## config.mk

```make
export PLATFORM = sky130hd
export DESIGN_NAME = shift_left_seq_flat
export DESIGN_NICKNAME = d
export VERILOG_FILES = /design/src/rtl/shift_left_seq_if.sv /design/src/rtl/shift_left_seq.sv /design/src/flat_wrapper.sv
export SDC_FILE = /design/constraint.sdc
export NUM_CORES = 1
export LEC_CHECK = 0
export CAP_MARGIN = 10
export CELL_PAD_IN_SITES_DETAIL_PLACEMENT = 0
export CELL_PAD_IN_SITES_GLOBAL_PLACEMENT = 1
export CORE_UTILIZATION = 37
export CTS_CLUSTER_DIAMETER = 40
export DETAILED_ROUTE_END_ITERATION = 7
export GPL_ROUTABILITY_DRIVEN = 0
export MAX_ROUTING_LAYER = met4
export PLACE_DENSITY_LB_ADDON = 0.05
export SYNTH_ARGS = -nofsm -noshare
export SYNTH_HDL_FRONTEND = slang
export SYNTH_SLANG_ARGS = --single-unit
export TNS_END_PERCENT = 100
```

## constraint.sdc

```tcl
create_clock -name clk -period 1.5 [get_ports clk]
set_input_delay 0.15 -clock clk [delete_from_list [all_inputs] [get_ports clk]]
set_output_delay 0.15 -clock clk [all_outputs]
set_load 0.02 [all_outputs]
```

## src/rtl/shift_left_seq_if.sv

```systemverilog
// Request/result bundle for the sequential left shifter.
// The master issues start/a/sh_amt and the slave returns dataout/busy/done.
interface shift_left_seq_if #(
  parameter int WIDTH = 16,
  parameter int SW    = 4
);
  logic             start;
  logic [WIDTH-1:0] a;
  logic [SW-1:0]    sh_amt;
  logic [WIDTH-1:0] dataout;
  logic             busy;
  logic             done;

  modport master (
    output start, a, sh_amt,
    input  dataout, busy, done
  );

  modport slave (
    input  start, a, sh_amt,
    output dataout, busy, done
  );
endinterface

```

## src/rtl/shift_left_seq.sv

```systemverilog
// Multi-cycle left shifter: shifts the captured operand by up to two bit
// positions per clock until the requested distance has been consumed.
module shift_left_seq #(
  parameter int WIDTH = 16,
  parameter int SW    = 4
) (
  input  logic              clk,
  input  logic              reset,
  shift_left_seq_if.slave   bus
);

  if (2**SW != WIDTH) begin : g_bad_params
    $error("shift_left_seq: 2**SW must equal WIDTH");
  end

  localparam logic [1:0] IDLE  = 2'd0;
  localparam logic [1:0] SHIFT = 2'd1;
  localparam logic [1:0] DONE  = 2'd2;

  logic [1:0]       state;
  logic [WIDTH-1:0] data_q;
  logic [SW-1:0]    cnt_q;

  // Remaining distance after one step; saturates at zero so it cannot wrap.
  function automatic logic [SW-1:0] next_cnt(input logic [SW-1:0] cnt);
    if (cnt >= SW'(2)) next_cnt = cnt - SW'(2);
    else               next_cnt = '0;
  endfunction

  function automatic logic [WIDTH-1:0] shift_step(input logic [WIDTH-1:0] d,
                                                  input logic [SW-1:0]    cnt);
    if (cnt >= SW'(2)) shift_step = {d[WIDTH-3:0], 2'b00};
    else               shift_step = {d[WIDTH-2:0], 1'b0};
  endfunction

  always_ff @(posedge clk or posedge reset) begin
    if (reset) begin
      state  <= IDLE;
      data_q <= '0;
      cnt_q  <= '0;
    end else begin
      case (state)
        IDLE: begin
          if (bus.start) begin
            data_q <= bus.a;
            cnt_q  <= bus.sh_amt;
            state  <= (bus.sh_amt != '0) ? SHIFT : DONE;
          end
        end
        SHIFT: begin
          data_q <= shift_step(data_q, cnt_q);
          cnt_q  <= next_cnt(cnt_q);
          if (next_cnt(cnt_q) == '0) state <= DONE;
        end
        DONE:    state <= IDLE;
        default: state <= IDLE;
      endcase
    end
  end

  assign bus.dataout = data_q;
  assign bus.busy    = (state == SHIFT);
  assign bus.done    = (state == DONE);

endmodule

```

## src/flat_wrapper.sv

```systemverilog
// flat-port wrapper written by rule: the top's interface ports become plain ports
module shift_left_seq_flat 
#(
  parameter int WIDTH = 16,
  parameter int SW    = 4
)
  (clk, reset, bus_start, bus_a, bus_sh_amt, bus_dataout, bus_busy, bus_done);
  shift_left_seq_if #(.WIDTH(WIDTH), .SW(SW)) bus_i ();
  input  logic clk;
  input  logic reset;
  input wire logic [$bits(bus_i.start)-1:0] bus_start;
  input wire logic [$bits(bus_i.a)-1:0] bus_a;
  input wire logic [$bits(bus_i.sh_amt)-1:0] bus_sh_amt;
  output wire logic [$bits(bus_i.dataout)-1:0] bus_dataout;
  output wire logic [$bits(bus_i.busy)-1:0] bus_busy;
  output wire logic [$bits(bus_i.done)-1:0] bus_done;
  assign bus_i.start = bus_start;
  assign bus_i.a = bus_a;
  assign bus_i.sh_amt = bus_sh_amt;
  assign bus_dataout = bus_i.dataout;
  assign bus_busy = bus_i.busy;
  assign bus_done = bus_i.done;
  shift_left_seq #(.WIDTH(WIDTH), .SW(SW)) u_core (.clk(clk), .reset(reset), .bus(bus_i));
endmodule
```

==> out/results.ini <==
[cells_and_area]
final_common_cell = clkdlybuf4s50_1
nFillCells = 383
seq_area_um2 = 550.5
nNetsFinal = 229
num_antenna_cells = 0
finalNonFillerCells = 253
area_growth_pct = 33.02
mostFrequentLayoutCells = clkdlybuf4s50_1, nand3_1, dfrtp_1
layout-drive-gt1-share_pct = 20.20
multiInputGateArea_um2 = 884.6

[global_route]
grt_max_degree = 31
grt_busiest_layer = met2
grt_pass1_wl_mm = 6.534
grt_use_total_pct = 19.82
use_met3_pct = 3.885
grt_pass1_vias = 1321
grt_remaining_overflow = 0
met2_usage_pct = 30.13
grt_use_met1_pct = 26.64
antenna_found_initial = 0

[synth]
syn_area_um2 = 1577
yosys_warnings = 0
netlist_instances = 162
synthSimpleGateAreaFrac_pct = 39.37
synth.avg_cell_area_um2 = 9.732
ys_seq_area_share_pct = 34.92
synth_ff_type = dfrtp_1
synth_mux_area_share_pct = 0
synthAdderAreaFrac_pct = 0.7937
synth_compound_area_share_pct = 15.40
syn-num-nets = 186
ys_top_cells_by_area = dfrtp_1, nand3_2, nand3_1
synth_top_family_by_area = simple AND/OR/NAND/NOR gates
yosys.area.top_type = dfrtp_1
synth.top_cell.area_share_pct = 34.92
synth_enable_flop_cells = 0
synthDistinctLibCells = 42
async_reset_ff_share_pct = 100.0
synth_seq_cells = 22
synth_xor_area_share_pct = 0.5556

[power_and_ir_drop]
p_leak_nw = 0.9557
finalPower_w = 0.004139
ir_worst_vdd_mv = 0.7851
power_density_nw_per_um2 = 1974

[route]
vias = 1432
drt_wl_total_mm = 4.014
drc = 0
drtIter0Drc = 86
wl_per_cell_um = 15.87
via_per_inst = 5.660
first_pass_iters = 4
final_antenna_net_count = 0

[clocking]
numCtsBuffers = 3
insertion_delay_ns = 0.26
clkTransAtPathRegs_ns = 0.08
cts.sinks = 22
postCtsHoldBufs = 0
cts_tree = yes
cts_buffer_depth = 2
cts_max_level = 1
clockRootBuffer = clkbuf_8

[sta]
finalSetupViolations = 0
drv_slew = 0
fin_crit_sh_pct = 97.91
post-route-min-period_ns = 1.469
finClkSkew_ns = 0.001929
max_freq_mhz = 680.9
hold_viol_final = 0
slew_headroom_pct = 73.18
worst_slew_pin_slew_ns = 0.4015
rsz0062_at_grt = yes

[placed_design]
portBuffers = 40
placedCellCount = 249
dpl.hpwl_mm = 2.760

[worst_setup_path]
r2r-start = u_core.cnt_q[1]
crit_path_start_kind = flop
critPathLaunch = u_core.cnt_q[1]
worstSetupPathType = flop to flop
arrival_ns = 1.63
required_ns = 1.66
endpoint_kind = flop
cp_max_fo = 4
r2r-end = u_core.state[0]
rr_worst_depth = 5
reg2reg_slack_ns = 0.03

[die]
dieHeight_um = 67.28
core_area_um2 = 4058
fp.dieArea_um2 = 4526
rows = 23
start_util_pct = 38.85
die_w_um = 67.28
pin_count = 41

[outcome]
status = finished, final reports clean

[min_path]
hold_class = primary input to async pin

[job]
cap_violations = 0

## power by group
part / total, W / switching, W / internal, W
Sequential: 0.00122 / 0.000340 / 0.000881
Clock: 0.000381 / 0.000202 / 0.000180
Combinational: 0.00254 / 0.00138 / 0.00116
## critical path: stages (launching register included)
cell	delay, ns
dfrtp_1	0.41
inv_1	0.09
ha_1	0.25
xnor2_1	0.16
nand4b_1	0.16
a32o_1	0.29
## synthesized netlist by cell type (2+ instances only)
cell and instances:
nand3_2 20, buf_6 3, nor4bb_1 11, inv_1 6, nor2_1 4, nor2b_1 3, nor3b_1 10, clkbuf_1 2
o21bai_1 2, buf_2 7, buf_4 3, o22ai_1 2, dfrtp_1 22, nand3_1 22, nand2_1 2, a211oi_1 11
a21oi_1 5, a32oi_1 3
## logic make-up (layout without fill, tap and decap cells)
kind of cell | Yosys count | count (layout)
flip-flops | 22 | 22
AND/OR/NAND/NOR | 84 | 84
adder cells (fa/ha/maj) | 1 | 1
buffers and inverters | 22 | 63
XOR/XNOR | 1 | 1
AO/OA/AOI/OAI | 32 | 32
## per-stage QoR
| stage | TNS [ns] | worst slack (ns) | area, µm² | hold slack (ns) | utilization [%] |
|---|---|---|---|---|---|
| floorplan | 0 | 0.1658 | 1577 | 0.1392 | - |
| global placement | 0 | 0.05569 | 2031 | 0.5232 | 50.05 |
| detailed placement | 0 | 0.02055 | 2031 | 0.5231 | 50.05 |
| CTS | 0 | 0.01445 | 2067 | 0.2369 | 50.94 |
| global route | -0.05045 | -0.02049 | 2097 | 0.2957 | 51.68 |
| finish | 0 | 0.03134 | 2097 | 0.2275 | 51.68 |
## area by class of cell
type                            count  area share, %
Multi-Input combinational cell    118          42.18
Sequential cell                    22          26.25
Tap cell                           50          2.983
Clock buffer                        3          1.969
Timing Repair Buffer               54          25.54
Inverter                            6          1.074
## metal layers
metal	wire length, µm	part of all wire, %	vias up
met5	0	0	-
met2	1858	46	36
li1	-	-	701
met4	49	1.2	0
met1	1921	48	689
met3	185	4.6	6
## worst max path at each step
stage | to | slack [ns] | depth (start not counted)
floorplan | u_core.state[0] | 0.17 | 5
global placement | u_core.bus.dataout[9] | 0.06 | 5
detailed placement | u_core.state[1] | 0.02 | 5
CTS | bus_dataout[0] | 0.01 | 1
global route | u_core.state[0] | -0.02 | 5
finish | u_core.state[0] | 0.03 | 5
## flip-flops by register name (all words and copies together), names as in the netlist
register	cells
u_core.cnt_q	4
u_core.bus.dataout	16
u_core.state	2
## repair_timing
item	in CTS	in global routing
resized for setup	4	9
pin swaps	1	0
endpoints found under the setup margin	5	11
setup buffers	0	1
endpoints found under the hold margin	0	0
Note: power is estimated with default switching activity, not from simulation.
